**src/rtl/uart_tx_arbiter_pkg.sv**
```systemverilog
`default_nettype none
// ============================================================================
//  Module      : uart_tx_arbiter_pkg
//  Description : Shared definitions for the UART transmit arbiter. Holds the
//                sequencer state encoding, the default bit period, and a
//                helper that sizes counters from their limits.
//  Revision    : 1.0 - initial release
// ============================================================================
package uart_tx_arbiter_pkg;

    // Default UART bit period in clocks. It also sets the default inter-frame gap.
    localparam int c_DEFAULT_CLKS_PER_BIT = 1250;

    // Sequencer states. The encoding is shared with the rx/tx blocks.
    typedef enum logic [1:0] {
        ST_IDLE = 2'd0,
        ST_SEND = 2'd1,
        ST_WAIT = 2'd2,
        ST_GAP  = 2'd3
    } arb_state_t;

    // Width of a counter that must reach (limit - 1). The result is never
    // less than 1, so a limit of 1 still produces a legal vector.
    function automatic int cnt_width(input int limit);
        return (limit > 1) ? $clog2(limit) : 1;
    endfunction

endpackage
`default_nettype wire

```
**src/rtl/uart_tx_arbiter_rr_arbiter.sv**
```systemverilog
`default_nettype none
// ============================================================================
//  Module      : rr_arbiter
//  Description : Combinational round-robin pick. It returns the first valid
//                requester after last_grant, wrapping at NUM_REQ.
//  Ports       : req_valid  - request vector
//                last_grant - index of the previous owner
//                found      - at least one requester is valid
//                winner_idx - selected requester (0 when found is low)
//  Revision    : 1.0 - initial release
// ============================================================================
module rr_arbiter
    import uart_tx_arbiter_pkg::*;
#(
    parameter int NUM_REQ = 4,
    parameter int ID_W    = 2
) (
    input  logic [NUM_REQ-1:0] req_valid,
    input  logic [ID_W-1:0]    last_grant,
    output logic               found,
    output logic [ID_W-1:0]    winner_idx
);

    int               w_pos;
    logic [ID_W-1:0]  w_cand;

    // The scan runs from the farthest position to the nearest one. Each later
    // hit overwrites the earlier one, so the nearest valid requester after
    // last_grant is the one that remains.
    always_comb begin
        found      = 1'b0;
        winner_idx = '0;
        w_pos      = 0;
        w_cand     = '0;
        for (int k = NUM_REQ; k >= 1; k--) begin
            w_pos  = (int'(last_grant) + k) % NUM_REQ;
            w_cand = ID_W'(w_pos);
            if (req_valid[w_cand]) begin
                found      = 1'b1;
                winner_idx = w_cand;
            end
        end
    end

endmodule
`default_nettype wire

```
**src/rtl/uart_tx_arbiter.sv**
```systemverilog
`default_nettype none
// ============================================================================
//  Module      : uart_tx_arbiter
//  Description : Shares one UART transmit serializer among NUM_REQ byte
//                streams. Ownership is granted round-robin and is held for one
//                packet or MAX_BURST bytes, whichever ends first. The block
//                drives the serializer over a tx_start/tx_done handshake,
//                inserts an inter-frame gap, and releases the lock when the
//                watchdog expires.
//  Ports       : clock, reset (synchronous, active-low)
//                req_valid/req_data/req_last in, req_ready out (1-cycle pulse)
//                tx_start/tx_data out, tx_done in (serializer handshake)
//                grant_id/grant_active out (lock status)
//                err_timeout out (1-cycle pulse on watchdog expiry)
//  Revision    : 1.0 - initial release
// ============================================================================
module uart_tx_arbiter
    import uart_tx_arbiter_pkg::*;
#(
    parameter int NUM_REQ      = 4,
    parameter int CLKS_PER_BIT = c_DEFAULT_CLKS_PER_BIT,
    parameter int GAP_CLKS     = CLKS_PER_BIT,
    parameter int MAX_BURST    = 4,
    parameter int TIMEOUT_CLKS = 15000
) (
    input  logic                       clock,
    input  logic                       reset,
    input  logic [NUM_REQ-1:0]         req_valid,
    input  logic [8*NUM_REQ-1:0]       req_data,
    input  logic [NUM_REQ-1:0]         req_last,
    output logic [NUM_REQ-1:0]         req_ready,
    output logic                       tx_start,
    output logic [7:0]                 tx_data,
    input  logic                       tx_done,
    output logic [$clog2(NUM_REQ)-1:0] grant_id,
    output logic                       grant_active,
    output logic                       err_timeout
);

    localparam int c_ID_W    = $clog2(NUM_REQ);
    localparam int c_GAP_W   = cnt_width(GAP_CLKS);
    localparam int c_TMO_W   = cnt_width(TIMEOUT_CLKS);
    // The burst counter must be able to hold MAX_BURST itself.
    localparam int c_BURST_W = cnt_width(MAX_BURST + 1);

    arb_state_t           r_state;
    logic [c_ID_W-1:0]    r_last_grant;
    logic [c_GAP_W-1:0]   r_gap_cnt;
    logic [c_TMO_W-1:0]   r_timer;
    logic [c_BURST_W-1:0] r_burst;
    logic                 r_lock_end;

    logic                 w_found;
    logic [c_ID_W-1:0]    w_winner;
    logic [7:0]           w_sel_data;
    logic                 w_sel_last;
    logic                 w_sel_valid;
    logic [c_BURST_W-1:0] w_burst_next;

    rr_arbiter #(
        .NUM_REQ (NUM_REQ),
        .ID_W    (c_ID_W)
    ) u_rr_arbiter (
        .req_valid  (req_valid),
        .last_grant (r_last_grant),
        .found      (w_found),
        .winner_idx (w_winner)
    );

    // Route the current owner's lane.
    always_comb begin
        w_sel_data  = '0;
        w_sel_last  = 1'b0;
        w_sel_valid = 1'b0;
        for (int i = 0; i < NUM_REQ; i++) begin
            if (grant_id == c_ID_W'(i)) begin
                w_sel_data  = req_data[8*i +: 8];
                w_sel_last  = req_last[i];
                w_sel_valid = req_valid[i];
            end
        end
    end

    assign w_burst_next = r_burst + 1'b1;

    always_ff @(posedge clock) begin
        if (!reset) begin
            r_state      <= ST_IDLE;
            r_last_grant <= c_ID_W'(NUM_REQ - 1);
            r_gap_cnt    <= '0;
            r_timer      <= '0;
            r_burst      <= '0;
            r_lock_end   <= 1'b0;
            req_ready    <= '0;
            tx_start     <= 1'b0;
            tx_data      <= '0;
            grant_id     <= '0;
            grant_active <= 1'b0;
            err_timeout  <= 1'b0;
        end else begin
            // Pulse outputs default low and are raised for exactly one cycle.
            req_ready   <= '0;
            tx_start    <= 1'b0;
            err_timeout <= 1'b0;
            case (r_state)
                ST_IDLE: begin
                    if (w_found) begin
                        grant_id     <= w_winner;
                        grant_active <= 1'b1;
                        r_burst      <= '0;
                        r_state      <= ST_SEND;
                    end
                end
                ST_SEND: begin
                    tx_start   <= 1'b1;
                    tx_data    <= w_sel_data;
                    req_ready  <= NUM_REQ'(1) << grant_id;
                    r_burst    <= w_burst_next;
                    r_lock_end <= w_sel_last || (w_burst_next == c_BURST_W'(MAX_BURST));
                    r_timer    <= '0;
                    r_state    <= ST_WAIT;
                end
                ST_WAIT: begin
                    // tx_done is checked first, so it wins over an expiry in the same cycle.
                    if (tx_done) begin
                        r_gap_cnt <= '0;
                        r_state   <= ST_GAP;
                    end else if (r_timer == c_TMO_W'(TIMEOUT_CLKS - 1)) begin
                        err_timeout <= 1'b1;
                        r_lock_end  <= 1'b1;
                        r_gap_cnt   <= '0;
                        r_state     <= ST_GAP;
                    end else begin
                        r_timer <= r_timer + 1'b1;
                    end
                end
                ST_GAP: begin
                    if (r_gap_cnt == c_GAP_W'(GAP_CLKS - 1)) begin
                        // The owner keeps the lock only if it is still presenting data.
                        if (!r_lock_end && w_sel_valid) begin
                            r_state <= ST_SEND;
                        end else begin
                            r_last_grant <= grant_id;
                            grant_active <= 1'b0;
                            r_state      <= ST_IDLE;
                        end
                    end else begin
                        r_gap_cnt <= r_gap_cnt + 1'b1;
                    end
                end
                default: r_state <= ST_IDLE;
            endcase
        end
    end

endmodule
`default_nettype wire

```
**config.mk**
```make
export PLATFORM = sky130hd
export DESIGN_NAME = uart_tx_arbiter
export DESIGN_NICKNAME = d
export VERILOG_FILES = /design/src/rtl/uart_tx_arbiter_pkg.sv /design/src/rtl/uart_tx_arbiter_rr_arbiter.sv /design/src/rtl/uart_tx_arbiter.sv
export SDC_FILE = /design/constraint.sdc
export NUM_CORES = 1
export LEC_CHECK = 0
export BUFFER_PORTS_ARGS = -buffer_cell sky130_fd_sc_hd__buf_2
export CAP_MARGIN = 20
export CORE_ASPECT_RATIO = 1.75
export CORE_UTILIZATION = 55
export CTS_BUF_LIST = sky130_fd_sc_hd__clkbuf_8
export DETAILED_ROUTE_END_ITERATION = 8
export GPL_ROUTABILITY_DRIVEN = 0
export PLACE_DENSITY = 0.81
export REMOVE_ABC_BUFFERS = 1
export SETUP_SLACK_MARGIN = 0.4
export SLEW_MARGIN = 30
export SYNTH_ARGS = -nofsm -noshare
export SYNTH_HDL_FRONTEND = slang
export SYNTH_SLANG_ARGS = --single-unit
```
**constraint.sdc**
```tcl
create_clock -name clock -period 2.8 [get_ports clock]
set_input_delay 0.42 -clock clock [delete_from_list [all_inputs] [get_ports clock]]
set_output_delay 0.42 -clock clock [all_outputs]
set_load 0.05 [all_outputs]
```
==> metrics.log, run 1 <==
INFO  metric timing_max_transition_violations_final = 0
INFO  metric post_cts_hold_buffer_count = 0
INFO  metric post_synth.cell_area_avg = 9.43 um^2
INFO  metric detailed_route_via_count = around 2400
INFO  metric postLayoutCellArea = 0.00322 mm^2
INFO  metric max_freq = 0.440 GHz
INFO  metric grt_most_used_layer = met2
INFO  metric layoutNonFillerInstCount = 400
INFO  metric dpl_cell_area = 0.00308 mm^2
INFO  metric cts_inserted_buffers = 5
INFO  metric postSynthRegisterBits = 50
INFO  metric drv.max_cap_violation_count = 0
INFO  metric power.switching_fraction = 0.369
INFO  metric grt_start_max_net_pins = 31
INFO  metric antenna_found_initial = 0
INFO  metric setup.worst_path.start = r_gap_cnt[3]$_SDFFE_PN0P_
INFO  metric timing.reg2reg.worst_path_depth = 5
INFO  metric vias_per_cell = approximately 6.1
INFO  metric flow.area_growth_from_synthesis = 17.4%
INFO  metric worst-path-buf-inv = 0
INFO  metric synth.yosys.seq_area_share = 0.365
INFO  metric synth_edf_count = 0
INFO  metric critical_path_arrival = 2.45 ns
INFO  metric timing.setup.tns = 0 ns
INFO  metric core-area = 0.00475 mm^2
INFO  metric reg2reg_slack = ~0.53 ns
INFO  metric worstHoldPathCells = 2
INFO  metric synth_top_cell_by_area = sky130_fd_sc_hd__dfxtp_1
INFO  metric worst_path_slowest_cell = sky130_fd_sc_hd__or4b_2
INFO  metric synth_ff_type = sky130_fd_sc_hd__dfxtp_1
INFO  metric final.period_utilization = 0.812
INFO  metric synthesis.area = 0.00275 mm^2
INFO  metric totalWireLength = 6.18 mm
INFO  metric netlist_instances = a little under 300
INFO  metric design.portCount = 60
INFO  metric min-delay-path-class = flip-flop to flip-flop
INFO  metric rows = 33
INFO  metric grt_use_met3 = 0.0312
INFO  metric drtPass1Iterations = 4
INFO  metric root_buffer = sky130_fd_sc_hd__clkbuf_8
INFO  metric internal_power = roughly 1.5 mW
INFO  metric worst_ir_drop_vdd = between 500 and 600 uV
INFO  metric critical_path_cell_count = 5
INFO  metric timing.rr.start = r_gap_cnt[3]$_SDFFE_PN0P_
INFO  metric cts.sinks = 50
INFO  metric post_cts_resized = 0
INFO  metric final.hold.worst_slack = 0.504 ns
INFO  metric status = finished clean
INFO  metric postLayoutSetupSlackWorst = ~0.53 ns
INFO  metric hpwl = 4.56 mm
INFO  metric numPlacedInstances = slightly below 400
INFO  metric tightestPinTransition = 0.498 ns
INFO  metric worstSkewPairLatency = 0.30 ns
INFO  metric globalRouteTotalUtil = 0.235
INFO  metric power_frac_seq = 0.360
INFO  metric tritoncts = built
INFO  metric port_buffers = 59
INFO  metric post_detailed_route_count_of_antenna_violating_nets = 0
INFO  metric power_density = 738 mW/mm^2
INFO  metric n_antenna_cell = 0
INFO  metric synthTopCellsByCount = sky130_fd_sc_hd__dfxtp_1 (50), sky130_fd_sc_hd__nand2_1 (24), sky130_fd_sc_hd__nor2_1 (21)
INFO  metric worst_r2r_endpoint = r_state[0]$_SDFFE_PN0P_
INFO  metric synth.top_cells.by_area = sky130_fd_sc_hd__dfxtp_1 (36%), sky130_fd_sc_hd__mux4_2 (8.2%), sky130_fd_sc_hd__xnor2_1 (4.1%), sky130_fd_sc_hd__ha_1 (4.1%), sky130_fd_sc_hd__mux2i_1 (4.0%)
INFO  metric yosys.cell_count.top_type = sky130_fd_sc_hd__dfxtp_1
INFO  metric worst-path-max-fanout = 6
INFO  metric max-clock-path-buffers = 2
INFO  metric p_leak = 1.31 nW
INFO  metric drc_errors = 0
INFO  metric final-hold-violation-count = 0
INFO  metric grt_util_met2 = 0.463
INFO  metric report.final.setup_viol = 0
INFO  metric critical_path_required = 2.98 ns
INFO  metric cp_cell_sequence = or4b_2 > o41ai_1 > o211ai_1 > a2111oi_0 > a211oi_1
INFO  metric gr-usage-met1 = 0.242
INFO  metric post_route_cells_drive_above_1_share = 0.273
INFO  metric initial_core_util = 0.578
INFO  metric wire_length_of_the_first_global_routing_pass = roughly 10 mm
INFO  metric h_tree_depth = 2
INFO  metric cts.clk_slew.worst_paths = approximately 0.090 ns
INFO  metric die_height = roughly 95 um
INFO  metric setup_slack_placement = 0.539 ns
INFO  metric synth_warnings = 0
INFO  metric globalRouteOverflowTotal = 0
INFO  metric die_x = 55.4 um
INFO  metric power.switching = 879 uW
INFO  metric power_frac_clock = 0.262
INFO  metric cpLargestDelayFamily = compound AO/OA/AOI/OAI gates
INFO  metric synth_largest_type_area_fraction = 0.365
INFO  metric critical_path.endpoint_type = flip-flop
INFO  metric finish.net_count = about 400
INFO  metric ys_types = between 50 and 60
INFO  metric layout_min_cycle_time = 2.27 ns
INFO  metric grt_setup_unrepaired = false
INFO  metric cts_setup_buffers = 0
INFO  metric wire_per_inst = about 15 um
INFO  metric power.combinational.fraction = 0.377
INFO  metric max_stage_delay = 0.74 ns
INFO  metric grt_pass1_vias = 2307
INFO  metric dr.first_iter.drc_count = 54
INFO  metric postSynth.asyncResetShare = 0
INFO  metric worst_slew_margin_rel = 0.668
INFO  metric timing_worst_setup_path_type = flip-flop to flip-flop
INFO  metric floorplan.die_area = approximately 0.0053 mm^2
INFO  metric skew = 0.00566 ns
INFO  metric critical_path.endpoint = r_state[0]$_SDFFE_PN0P_
INFO  metric crit_path_start_kind = flip-flop
==> power groups by stage <==
stage / clock (mW) / combinational (mW) / sequential, mW
6_report: 0.624 / 0.898 / 0.857
5_1_grt: 0.661 / 0.968 / 0.866
4_1_cts: 0.633 / 0.901 / 0.856
3_5_place_dp: 0 / 0.897 / 0.871
3_3_place_gp: 0 / 0.871 / 0.869
2_1_floorplan: 0 / 0.461 / 1.07
==> worst min path at each step <==
| stage | from | endpoint | slack, ns |
|---|---|---|---|
| after floorplan | r_last_grant[0]$_SDFFE_PN1P_ | r_last_grant[0]$_SDFFE_PN1P_ | 0.44 |
| after global placement | r_last_grant[0]$_SDFFE_PN1P_ | r_last_grant[0]$_SDFFE_PN1P_ | 0.46 |
| after detailed placement | r_gap_cnt[9]$_SDFFE_PN0P_ | r_gap_cnt[9]$_SDFFE_PN0P_ | 0.49 |
| after CTS | r_gap_cnt[10]$_SDFFE_PN0P_ | r_gap_cnt[10]$_SDFFE_PN0P_ | 0.50 |
| after global routing | r_gap_cnt[9]$_SDFFE_PN0P_ | r_gap_cnt[9]$_SDFFE_PN0P_ | 0.53 |
| final | r_gap_cnt[9]$_SDFFE_PN0P_ | r_gap_cnt[9]$_SDFFE_PN0P_ | 0.50 |
==> flip-flops by register name, indices dropped and copies added (netlist names) <==
name          flops
err_timeout       1
grant_active      1
grant_id          2
r_burst           3
r_gap_cnt        11
r_last_grant      2
r_lock_end        1
r_state           2
r_timer          14
req_ready         4
tx_data           8
tx_start          1
==> cells in the final DEF (no fill, tap or decap), types with 2 or more instances in the layout <==
cell	Yosys	routed
sky130_fd_sc_hd__nand2b_1	7	7
sky130_fd_sc_hd__and3b_1	2	2
sky130_fd_sc_hd__and4_1	2	2
sky130_fd_sc_hd__nand3b_1	2	2
sky130_fd_sc_hd__nor3b_1	2	2
sky130_fd_sc_hd__a21o_1	2	2
sky130_fd_sc_hd__a21boi_0	3	3
sky130_fd_sc_hd__nor2b_1	15	15
sky130_fd_sc_hd__nand3_1	18	18
sky130_fd_sc_hd__bufinv_16	0	2
sky130_fd_sc_hd__inv_1	8	8
sky130_fd_sc_hd__a211oi_1	2	2
sky130_fd_sc_hd__a211oi_2	4	4
sky130_fd_sc_hd__or4_1	2	2
sky130_fd_sc_hd__buf_2	2	59
sky130_fd_sc_hd__a31oi_1	2	2
sky130_fd_sc_hd__nor4_1	3	3
sky130_fd_sc_hd__nand2_1	24	24
sky130_fd_sc_hd__xor2_1	4	4
sky130_fd_sc_hd__dfxtp_1	50	50
sky130_fd_sc_hd__mux2i_1	11	11
sky130_fd_sc_hd__o21ai_0	8	8
sky130_fd_sc_hd__ha_1	9	9
sky130_fd_sc_hd__xnor2_1	13	13
sky130_fd_sc_hd__nor2_1	21	21
sky130_fd_sc_hd__clkbuf_8	0	6
sky130_fd_sc_hd__nand4_1	3	3
sky130_fd_sc_hd__o31ai_1	4	4
sky130_fd_sc_hd__o211ai_1	4	4
sky130_fd_sc_hd__nor4_4	2	2
sky130_fd_sc_hd__nor3_1	5	5
sky130_fd_sc_hd__buf_4	0	6
sky130_fd_sc_hd__a21oi_1	13	13
sky130_fd_sc_hd__and3_1	2	2
sky130_fd_sc_hd__mux4_2	10	10
==> stage by stage <==
step / utilization / power (mW)
after floorplan: - / 1.53
after global placement: 0.649 / 1.74
after detailed placement: 0.649 / 1.77
after CTS: 0.679 / 2.39
after global routing: 0.679 / 2.50
final: 0.679 / 2.38
==> worst register-to-register path: cells and delay by family, from the launching register on <==
kind / cells / cell delay, ns
AND/OR/NAND/NOR: 1 / 0.74
flip-flops: 1 / 0.37
AO/OA/AOI/OAI: 4 / 1.04
==> cell type report <==
| cell class | count | area (um^2) |
|---|---|---|
| clock buffer | 6 | 82.6 |
| clock inverter | 2 | 60.1 |
| fill | 372 | 1530 |
| inverter | 8 | 30.0 |
| multi-input combinational | 217 | 1640 |
| sequential | 50 | 1000 |
| tap | 52 | 65.1 |
| timing repair buffer | 65 | 340 |
==> metal layers <==
| layer | wire length [um] | up-vias |
|---|---|---|
| li1 | - | 1172 |
| met1 | 2370 | 1167 |
| met2 | 3450 | 82 |
| met3 | 238 | 12 |
| met4 | 120 | 0 |
| met5 | 0 | - |
==> kinds of logic after synthesis <==
group                      share of synthesized area
AOI/OAI and AO/OA                              0.140
xor gates and xnor gates                      0.0542
adders and majority gates                     0.0410
buffers and inverters                         0.0365
DFF                                            0.365
muxes                                          0.122
and+or+nand+nor                                0.242
Power figures use the tool's default switching activity.
==> inputs of run 2 (changes only) <==
- ABC_AREA: unset -> 1
- CORE_UTILIZATION: 55 -> 51
- PLACE_DENSITY: 0.81 -> 0.78
- clock period: 2.8 -> 2 ns (I/O delays scaled with it)
==> run 2 against run 1 <==
Compared with the run above: register-to-register slack got worse by 0.18 ns; count of clock-buffer cells in the layout did not move; setup slack worse by 0.18 ns; die area increased by 15%; core utilization increased by 0.31 points; hold slack lost 0.27 ns; largest cell class unchanged; highest routed layer unchanged.
==> metrics.log, run 2 <==
INFO  metric wire_per_inst = 13.8 um (was 15.5 um)
INFO  metric synth_top_family_by_area = simple AND/OR/NAND/NOR gates (unchanged)
INFO  metric die_height = 102 um (was 95.5 um)
INFO  metric timing.reg2reg.worst_path_depth = 10 (was 5)
INFO  metric grt_setup_unrepaired = true (was false)
INFO  metric drc_errors = 0 (unchanged)
INFO  metric worst-path-max-fanout = 4 (was 6)
INFO  metric postLayoutCellArea = 0.00381 mm^2 (was 0.00322 mm^2)
INFO  metric crit_path_start_kind = flip-flop (unchanged)
INFO  metric globalRouteOverflowTotal = 0 (unchanged)
INFO  metric synth_adder_area_share = 0.0383 (was 0.0410)
INFO  metric synth_warnings = 0 (unchanged)
INFO  metric status = finished clean (unchanged)
INFO  metric layout_min_cycle_time = 1.66 ns (was 2.27 ns)
INFO  metric synthMuxAreaShare = 0 (was 0.122)
INFO  metric final-hold-violation-count = 0 (unchanged)
INFO  metric nFillCells = 500 (was 372)
INFO  metric antenna_found_initial = 0 (unchanged)
INFO  metric largest_registers = r_timer (14), r_gap_cnt (11), tx_data (8) (unchanged)
INFO  metric final_cell_mix = sky130_fd_sc_hd__nand2_1 (127), sky130_fd_sc_hd__buf_2 (59), sky130_fd_sc_hd__dfxtp_1 (37), sky130_fd_sc_hd__a21oi_1 (36), sky130_fd_sc_hd__inv_1 (35) (was sky130_fd_sc_hd__buf_2 (59), sky130_fd_sc_hd__dfxtp_1 (50), sky130_fd_sc_hd__nand2_1 (24), sky130_fd_sc_hd__nor2_1 (21), sky130_fd_sc_hd__nand3_1 (18))
INFO  metric multiInputGateArea = 0.00187 mm^2 (was 0.00164 mm^2)
INFO  metric n_antenna_cell = 0 (unchanged)
INFO  metric h_tree_depth = 2 (unchanged)
INFO  metric rows = 36 (was 33)
INFO  metric finish.net_count = 581 (was 399)
INFO  metric dr.first_iter.drc_count = 188 (was 54)
INFO  metric postSynth.asyncResetShare = 0 (unchanged)
INFO  metric synth_largest_type_area_fraction = 0.340 (was 0.365)
INFO  metric hpwl = 5.92 mm (was 4.56 mm)
INFO  metric report.final.setup_viol = 0 (unchanged)
INFO  metric largest_register_ffs = 14 (unchanged)
INFO  metric top_register = r_timer (unchanged)
INFO  metric globalRouteTotalUtil = 0.276 (was 0.235)
INFO  metric cts.clk_slew.worst_paths = 0.11 ns (was 0.09 ns)
INFO  metric skew = 0.0153 ns (was 0.00566 ns)
INFO  metric synth.top_cells.by_area = sky130_fd_sc_hd__dfxtp_1 (34%), sky130_fd_sc_hd__nand2_1 (17%), sky130_fd_sc_hd__a21oi_1 (6.6%), sky130_fd_sc_hd__nor2_1 (5.4%), sky130_fd_sc_hd__inv_1 (5.1%) (was sky130_fd_sc_hd__dfxtp_1 (36%), sky130_fd_sc_hd__mux4_2 (8.2%), sky130_fd_sc_hd__xnor2_1 (4.1%), sky130_fd_sc_hd__ha_1 (4.1%), sky130_fd_sc_hd__mux2i_1 (4.0%))
INFO  metric die_x = 59.4 um (was 55.4 um)
INFO  metric port_buffers = 59 (unchanged)
INFO  metric post_route_cells_drive_above_1_share = 0.281 (was 0.273)
INFO  metric timing_worst_setup_path_type = flip-flop to flip-flop (unchanged)
INFO  metric worstSkewPairLatency = 0.32 ns (was 0.30 ns)
INFO  metric floorplan.die_area = 0.00609 mm^2 (was 0.00529 mm^2)
INFO  metric initial_core_util = 0.527 (was 0.578)
INFO  metric totalWireLength = 8.34 mm (was 6.18 mm)
INFO  metric critical_path.endpoint_type = flip-flop (unchanged)
INFO  metric postSynthRegisterBits = 50 (unchanged)
INFO  metric worst_slew_margin_rel = 0.740 (was 0.668)
INFO  metric mostFrequentLayoutCell = sky130_fd_sc_hd__nand2_1 (was sky130_fd_sc_hd__buf_2)
INFO  metric dpl_cell_area = 0.00335 mm^2 (was 0.00308 mm^2)
INFO  metric max_freq = 0.603 GHz (was 0.440 GHz)
INFO  metric post_detailed_route_count_of_antenna_violating_nets = 0 (unchanged)
INFO  metric yosys.cell_count.top_type = sky130_fd_sc_hd__nand2_1 (was sky130_fd_sc_hd__dfxtp_1)
INFO  metric grt_start_max_net_pins = 23 (was 31)
INFO  metric final.hold.worst_slack = 0.239 ns (was 0.504 ns)
INFO  metric cts_inserted_buffers = 5 (unchanged)
INFO  metric post_cts_hold_buffer_count = 0 (unchanged)
INFO  metric root_buffer = sky130_fd_sc_hd__clkbuf_8 (unchanged)
INFO  metric tritoncts = built (unchanged)
INFO  metric synth_ff_type = sky130_fd_sc_hd__dfxtp_1 (unchanged)
INFO  metric grt_pass1_vias = 3116 (was 2307)
INFO  metric max-clock-path-buffers = 2 (unchanged)
INFO  metric core-area = 0.00559 mm^2 (was 0.00475 mm^2)
INFO  metric synth.yosys.seq_area_share = 0.340 (was 0.365)
INFO  metric vias_per_cell = 5.48 (was 6.08)
INFO  metric worstHoldPathCells = 3 (was 2)
INFO  metric design.portCount = 60 (unchanged)
INFO  metric p_leak = 1.63 nW (was 1.31 nW)
INFO  metric synth_top_cell_by_area = sky130_fd_sc_hd__dfxtp_1 (unchanged)
INFO  metric cts.sinks = 50 (unchanged)
INFO  metric wire_length_of_the_first_global_routing_pass = 12.9 mm (was 10.0 mm)
INFO  metric tightestPinTransition = 0.389 ns (was 0.498 ns)
INFO  metric synth_compound_area_frac = 0.151 (was 0.140)
INFO  metric post_synth.cell_area_avg = 6.51 um^2 (was 9.43 um^2)
INFO  metric synthesis.area = 0.00294 mm^2 (was 0.00275 mm^2)
INFO  metric timing_max_transition_violations_final = 0 (unchanged)
INFO  metric timing.setup.tns = 0 ns (unchanged)
INFO  metric synthTopCellsByCount = sky130_fd_sc_hd__nand2_1 (133), sky130_fd_sc_hd__dfxtp_1 (50), sky130_fd_sc_hd__nor2_1 (42) (was sky130_fd_sc_hd__dfxtp_1 (50), sky130_fd_sc_hd__nand2_1 (24), sky130_fd_sc_hd__nor2_1 (21))
INFO  metric detailed_route_via_count = 3321 (was 2433)
INFO  metric final.period_utilization = 0.829 (was 0.812)
INFO  metric critical_path_arrival = 1.91 ns (was 2.45 ns)
INFO  metric drtPass1Iterations = 4 (unchanged)
INFO  metric critical_path_required = 2.25 ns (was 2.98 ns)
INFO  metric area.sequential = 0.00103 mm^2 (was 0.00100 mm^2)
INFO  metric simple_gate_share_of_the_synthesized_area = 0.368 (was 0.242)
INFO  metric worst_ir_drop_vdd = 807 uV (was 551 uV)
INFO  metric fraction_of_synthesized_cell_area_in_xor_and_xnor_cells = 0.0238 (was 0.0542)
INFO  metric ys_types = 31 (was 53)
INFO  metric flow.area_growth_from_synthesis = 29.4% (was 17.4%)
INFO  metric synth_edf_count = 0 (unchanged)
INFO  metric power_density = 1060 mW/mm^2 (was 738 mW/mm^2)
INFO  metric drv.max_cap_violation_count = 0 (unchanged)
INFO  metric netlist_instances = 452 (was 291)
INFO  metric min-delay-path-class = input port to flip-flop (was flip-flop to flip-flop)
run 2: cell types whose count changed in the layout (fill, tap and decap cells not counted), sizes merged, moves of 9 or more:
cell / change
nor3: +15
inv: +36
nand4: +11
nor2: +24
o21ai: +11
mux4: -10
nor2b: -15
mux2i: -11
buf: +15
xnor2: -11
nand3: +9
a21oi: +26
nand2: +114
run 2: layer usage:
metal / vias up / global-route usage / wire length, um
met1: 1520 / 0.286 / 3050
met4: 0 / 0.181 / 325
met3: 29 / 0.0392 / 350
met5: - / 0 / 0
met2: 119 / 0.499 / 4610
li1: 1653 / - / -
run 2: cells by family after synthesis:
| family | after synthesis |
|---|---|
| compound gates | 78 |
| xor+xnor | 8 |
| fa+ha+maj | 9 |
| buf+inv | 58 |
| flops | 50 |
| simple gates | 249 |
run 2: power by group:
part	internal, mW	switching (mW)
combinational	0.642	1.25
clock	0.534	0.366
sequential	1.14	0.111
total	2.32	1.72
run 2: cell type report:
cell class / count / share of cell area
clock inverters: 2 / 0.0158
repair buffers: 81 / 0.130
well taps: 76 / 0.0250
flip-flops and latches: 50 / 0.270
clock buffers: 6 / 0.0217
multi-input cells: 345 / 0.490
inverters: 46 / 0.0483
run 2: path summary, 6_finish.rpt:
kind                                          startpoint                         to  slack, ns
worst max-delay path             r_timer[0]$_SDFFE_PN0P_  r_gap_cnt[2]$_SDFFE_PN0P_       0.34
worst min-delay path                        req_data[31]    tx_data[7]$_SDFFE_PN0P_       0.24
worst max register to register   r_timer[0]$_SDFFE_PN0P_  r_gap_cnt[2]$_SDFFE_PN0P_       0.34
worst min register to register  r_timer[12]$_SDFFE_PN0P_   r_timer[12]$_SDFFE_PN0P_       0.48
run 2: stage by stage:
step / setup slack, ns / instances / util / power (mW)
after floorplan: 0.257 / 440 / - / 2.34
after global placement: 0.251 / 585 / 0.599 / 2.77
after detailed placement: 0.122 / 585 / 0.599 / 2.81
after CTS: 0.360 / 595 / 0.638 / 3.82
after global routing: 0.273 / 606 / 0.682 / 4.27
final: 0.343 / 606 / 0.682 / 4.04
run 2: worst max-delay path, stage by stage, from the launching register on:
cell and delay, ns:
sky130_fd_sc_hd__dfxtp_4 0.38, sky130_fd_sc_hd__ha_4 0.15, sky130_fd_sc_hd__nand2_4 0.07, sky130_fd_sc_hd__nor2_4 0.11
sky130_fd_sc_hd__nand2_2 0.07, sky130_fd_sc_hd__nand2_4 0.11, sky130_fd_sc_hd__inv_6 0.05, sky130_fd_sc_hd__nor3_4 0.24
sky130_fd_sc_hd__clkbuf_16 0.20, sky130_fd_sc_hd__nand2_1 0.06, sky130_fd_sc_hd__a21oi_1 0.12
run 2: timing repair:
item | 4_1_cts | 5_1_grt
gates resized for setup | 15 | 54
pin swaps | 3 | 9
gates cloned | 1 | 1
endpoints found under the setup margin | 34 | 35
setup buffers | 1 | 10
==> inputs of run 3 (changes only) <==
- clock period: 2 -> 1.5 ns (I/O delays scaled with it)
==> run 3 against run 2 <==
Compared with the run above: the flow now stops in global routing; synthesized cell count is the same; area after synthesis unchanged.
==> metrics.log, run 3 <==
INFO  metric post_synth.cell_area_avg = 6.51 um^2 (unchanged)
INFO  metric synth.top_cells.by_area = sky130_fd_sc_hd__dfxtp_1 (34%), sky130_fd_sc_hd__nand2_1 (17%), sky130_fd_sc_hd__a21oi_1 (6.6%), sky130_fd_sc_hd__nor2_1 (5.4%), sky130_fd_sc_hd__inv_1 (5.1%) (unchanged)
INFO  metric synth.yosys.seq_area_share = 0.340 (unchanged)
INFO  metric globalRouteTotalUtil = 0.733
INFO  metric rows = 36 (unchanged)
INFO  metric design.portCount = 60 (unchanged)
INFO  metric netlist_instances = 452 (unchanged)
INFO  metric synth_top_cell_by_area = sky130_fd_sc_hd__dfxtp_1 (unchanged)
INFO  metric cts_inserted_buffers = 5 (unchanged)
INFO  metric max-clock-path-buffers = 2 (unchanged)
INFO  metric postSynthRegisterBits = 50 (unchanged)
INFO  metric stop_stage = global routing
INFO  metric port_buffers = 59 (unchanged)
INFO  metric postSynth.asyncResetShare = 0 (unchanged)
INFO  metric initial_core_util = 0.527 (unchanged)
INFO  metric endpoint_type = register data pin
INFO  metric synth_ff_type = sky130_fd_sc_hd__dfxtp_1 (unchanged)
INFO  metric synth_largest_type_area_fraction = 0.340 (unchanged)
INFO  metric die_x = 59.4 um (unchanged)
INFO  metric dpl_cell_area = 0.00375 mm^2 (was 0.00335 mm^2)
INFO  metric synth_warnings = 0 (unchanged)
INFO  metric synthesis.area = 0.00294 mm^2 (unchanged)
INFO  metric yosys.cell_count.top_type = sky130_fd_sc_hd__nand2_1 (unchanged)
INFO  metric globalRouteOverflowTotal = 23
INFO  metric synth_edf_count = 0 (unchanged)
INFO  metric tool_error = [ERROR GRT-0232] Routing congestion too high. Check the congestion heatmap in the GUI.
INFO  metric root_buffer = sky130_fd_sc_hd__clkbuf_8 (unchanged)
INFO  metric synthTopCellsByCount = sky130_fd_sc_hd__nand2_1 (133), sky130_fd_sc_hd__dfxtp_1 (50), sky130_fd_sc_hd__nor2_1 (42) (unchanged)
INFO  metric hpwl = 6.52 mm (was 5.92 mm)
INFO  metric status = did not finish (was finished clean)
INFO  metric cts.sinks = 50 (unchanged)
INFO  metric numPlacedInstances = 637 (was 585)
INFO  metric ys_types = 31 (unchanged)
INFO  metric h_tree_depth = 2 (unchanged)
INFO  metric grt_repair_worst_endpoint = r_state[0]$_SDFFE_PN0P_/D
INFO  metric die_height = 102 um (unchanged)
INFO  metric grt_start_max_net_pins = 21
## run 3: cell counts after synthesis
No cell type changed its count.
## run 3: kinds of logic after synthesis
| logic type | count (synthesis) | share of synthesized area |
|---|---|---|
| and+or+nand+nor | 249 | 0.368 |
| buffers and inverters | 58 | 0.0795 |
| AOI/OAI and AO/OA | 78 | 0.151 |
| DFF | 50 | 0.340 |
| adders and majority gates | 9 | 0.0383 |
| xor gates and xnor gates | 8 | 0.0238 |
## run 3: repair_timing
item / in CTS
gates cloned: 5
pin swaps: 39
setup buffers: 16
setup endpoints to repair: 67
hold buffers: 0
resized for setup: 220
## run 3: stage by stage
step	hold slack [ns]	setup WS [ns]	util	TNS, ns
CTS	0.167	0.00300	0.844	0
detailed placement	0.467	-0.183	0.671	-2.77
global placement	0.463	-0.137	0.671	-1.86
floorplan	0.324	-0.243	-	-4.65
## run 3: metal layers
layer  track usage  overflow
met4         0.799        14
met1         0.756         0
met2         0.909         9
met5        0.0357         0
met3         0.491         0
==> inputs of run 4 (changes only) <==
- CORE_ASPECT_RATIO: 1.75 -> unset
- CORE_UTILIZATION: 51 -> 40
- CTS_BUF_LIST: sky130_fd_sc_hd__clkbuf_8 -> unset
- PLACE_DENSITY: 0.78 -> unset
- PLACE_DENSITY_LB_ADDON: unset -> 0.15
- SETUP_SLACK_MARGIN: 0.4 -> unset
- clock period: 1.5 -> 2 ns (I/O delays scaled with it)
==> run 4 against run 3 <==
Compared with the run above: the flow now finishes without violations.
==> metrics.log, run 4 (synthesis results as in run 2) <==
INFO  metric dr.first_iter.drc_count = 125
INFO  metric report.final.setup_viol = 0
INFO  metric die_x = 87.8 um (was 59.4 um)
INFO  metric p_leak = between 1 and 1.5 nW
INFO  metric timing_worst_setup_path_type = flip-flop to flip-flop
INFO  metric worst_slew_margin_rel = 0.702
INFO  metric drtPass1Iterations = 4
INFO  metric reg2reg_slack = 0.26 ns
INFO  metric drc_errors = 0
INFO  metric fin_util = 0.499
INFO  metric min-delay-path-class = input port to flip-flop
INFO  metric port_buffers = 59 (unchanged)
INFO  metric globalRouteTotalUtil = 0.201
INFO  metric hold_path_end = tx_data[6]$_SDFFE_PN0P_
INFO  metric power_density = 977 mW/mm^2
INFO  metric top_register = r_timer
INFO  metric finish.net_count = 568
INFO  metric worst_path_slowest_cell = sky130_fd_sc_hd__dfxtp_1
INFO  metric tightestPinTransition = 0.448 ns
INFO  metric flow.area_growth_from_synthesis = 17.8%
INFO  metric final.period_utilization = 0.870
INFO  metric cts_inserted_buffers = 5 (unchanged)
INFO  metric drv.max_cap_violation_count = 0
INFO  metric post_cts_hold_buffer_count = 0 (unchanged)
INFO  metric worstSkewPairLatency = 0.30 ns
INFO  metric post_route_cells_drive_above_1_share = 0.174
INFO  metric antenna_found_initial = 0
INFO  metric largest_registers = r_timer (14), r_gap_cnt (11), tx_data (8)
INFO  metric critical_path_required = 2.23 ns
INFO  metric met2_wirelength = 3.42 mm
INFO  metric timing.setup.tns = 0 ns
INFO  metric die_height = 87.8 um (was 102 um)
INFO  metric met1Wirelength = 3.41 mm
INFO  metric timing_max_transition_violations_final = 0
INFO  metric cts_setup_buffers = 0 (was 16)
INFO  metric status = finished clean (was did not finish)
INFO  metric min-delay-start = req_data[30]
INFO  metric vias_per_cell = around 5
INFO  metric met3WireLength = approximately 260 um
INFO  metric wire_length_of_the_first_global_routing_pass = 12.4 mm
INFO  metric max-clock-path-buffers = 2 (unchanged)
INFO  metric worst_ir_drop_vdd = 432 uV
INFO  metric detailed_route_via_count = ~3100
INFO  metric timing.reg2reg.worst_path_depth = 10
INFO  metric nFillCells = 733
INFO  metric grt_setup_unrepaired = false
INFO  metric globalRouteOverflowTotal = 0
INFO  metric critical_path.endpoint_type = flip-flop
INFO  metric worst-path-buf-inv = 3
INFO  metric tritoncts = built
INFO  metric cpLargestDelayFamily = simple AND/OR/NAND/NOR gates
INFO  metric mostFrequentLayoutCell = sky130_fd_sc_hd__nand2_1
INFO  metric core-area = approximately 0.0069 mm^2
INFO  metric design.portCount = 60 (unchanged)
INFO  metric max_freq = 0.575 GHz
INFO  metric totalPowerFinal = around 3.4 mW
INFO  metric final-hold-violation-count = 0
INFO  metric h_tree_depth = 2 (unchanged)
INFO  metric final_cell_mix = sky130_fd_sc_hd__nand2_1 (133), sky130_fd_sc_hd__buf_2 (59), sky130_fd_sc_hd__dfxtp_1 (50), sky130_fd_sc_hd__nor2_1 (41), sky130_fd_sc_hd__inv_1 (40)
INFO  metric largest_register_ffs = 14
INFO  metric wire_per_inst = 11.7 um
INFO  metric post_detailed_route_count_of_antenna_violating_nets = 0
INFO  metric cts.clk_slew.worst_paths = ~0.09 ns
INFO  metric totalWireLength = 7.17 mm
INFO  metric n_antenna_cell = 0
INFO  metric critical_path_arrival = 1.97 ns
INFO  metric crit_path_start_kind = flip-flop
INFO  metric worst-path-max-fanout = 10
INFO  metric highest_layer = met4
INFO  metric hpwl = 5.54 mm (was 6.52 mm)
INFO  metric post_cts_resized = 0 (was 220)
INFO  metric root_buffer = sky130_fd_sc_hd__clkbuf_8 (unchanged)
INFO  metric worstHoldPathCells = 3
INFO  metric cp_cell_sequence = inv_1 > ha_1 > inv_1 > nor2_1 > nand2_4 > inv_2 > nor2_1 > nand2_2 > nand2_1 > a21oi_1
INFO  metric grt_pass1_vias = 2882
INFO  metric initial_core_util = 0.424 (was 0.527)
INFO  metric floorplan.die_area = 0.00770 mm^2
INFO  metric max_stage_delay = approximately 0.36 ns
INFO  metric worst_r2r_endpoint = r_gap_cnt[7]$_SDFFE_PN0P_
INFO  metric grt_start_max_net_pins = 24
INFO  metric layout_min_cycle_time = between 1.5 and 2 ns
INFO  metric skew = 0.0113 ns
INFO  metric cts.sinks = 50 (unchanged)
INFO  metric rows = 30 (was 36)
INFO  metric timing.rr.start = r_state[0]$_SDFFE_PN0P_
-- run 4: area by class of cell --
class / count / area, um^2 / share of cell area
Clock buffer: 7 / 86.3 / 0.0249
Clock inverter: 1 / 5.00 / 0.00144
Inverter: 46 / 173 / 0.0498
Multi-Input combinational cell: 344 / 1710 / 0.494
Sequential cell: 50 / 1000 / 0.289
Tap cell: 96 / 120 / 0.0347
Timing Repair Buffer: 69 / 370 / 0.107
-- run 4: worst max path at each step --
stage | start | to | slack (ns) | cells past startpoint
detailed placement | r_state[0]$_SDFFE_PN0P_ | r_gap_cnt[7]$_SDFFE_PN0P_ | 0.28 | 10
floorplan | grant_id[1]$_SDFFE_PN0P_ | grant_active$_SDFFE_PN0P_ | 0.26 | 8
global route | r_timer[1]$_SDFFE_PN0P_ | r_gap_cnt[4]$_SDFFE_PN0P_ | 0.03 | 9
global placement | r_gap_cnt[0]$_SDFFE_PN0P_ | r_last_grant[0]$_SDFFE_PN1P_ | 0.29 | 8
finish | r_state[0]$_SDFFE_PN0P_ | r_gap_cnt[7]$_SDFFE_PN0P_ | 0.26 | 10
CTS | r_state[0]$_SDFFE_PN0P_ | r_gap_cnt[8]$_SDFFE_PN0P_ | 0.25 | 10
-- run 4: where the power goes --
part / internal, mW / leakage (nW) / switching (mW)
clock network: 0.280 / 0.0482 / 0.321
logic: 0.458 / 1.04 / 1.10
registers: 1.13 / 0.406 / 0.0976
-- run 4: worst reg2reg max path: cells and delay by family (launching register included) --
family / cells / cell delay (ns)
AND/OR/NAND/NOR: 5 / 0.67
flip-flops: 1 / 0.36
buffers and inverters: 3 / 0.29
adder cells (fa/ha/maj): 1 / 0.22
AO/OA/AOI/OAI: 1 / 0.14
-- run 4: metal layers --
metal / up-vias / track usage
met5: - / 0
met4: 0 / 0.0641
met3: 9 / 0.0320
met2: 56 / 0.345
met1: 1383 / 0.257
li1: 1617 / -
-- run 4: through the flow --
| stage | hold slack (ns) | instance area [um^2] | setup WS [ns] | cells |
|---|---|---|---|---|
| 2_1_floorplan | 0.399 | 2880 | 0.257 | 440 |
| 3_3_place_gp | 0.446 | 3370 | 0.288 | 605 |
| 3_5_place_dp | 0.465 | 3370 | 0.280 | 605 |
| 4_1_cts | 0.246 | 3460 | 0.252 | 613 |
| 5_1_grt | 0.258 | 3470 | 0.0294 | 613 |
| 6_report | 0.253 | 3470 | 0.259 | 613 |
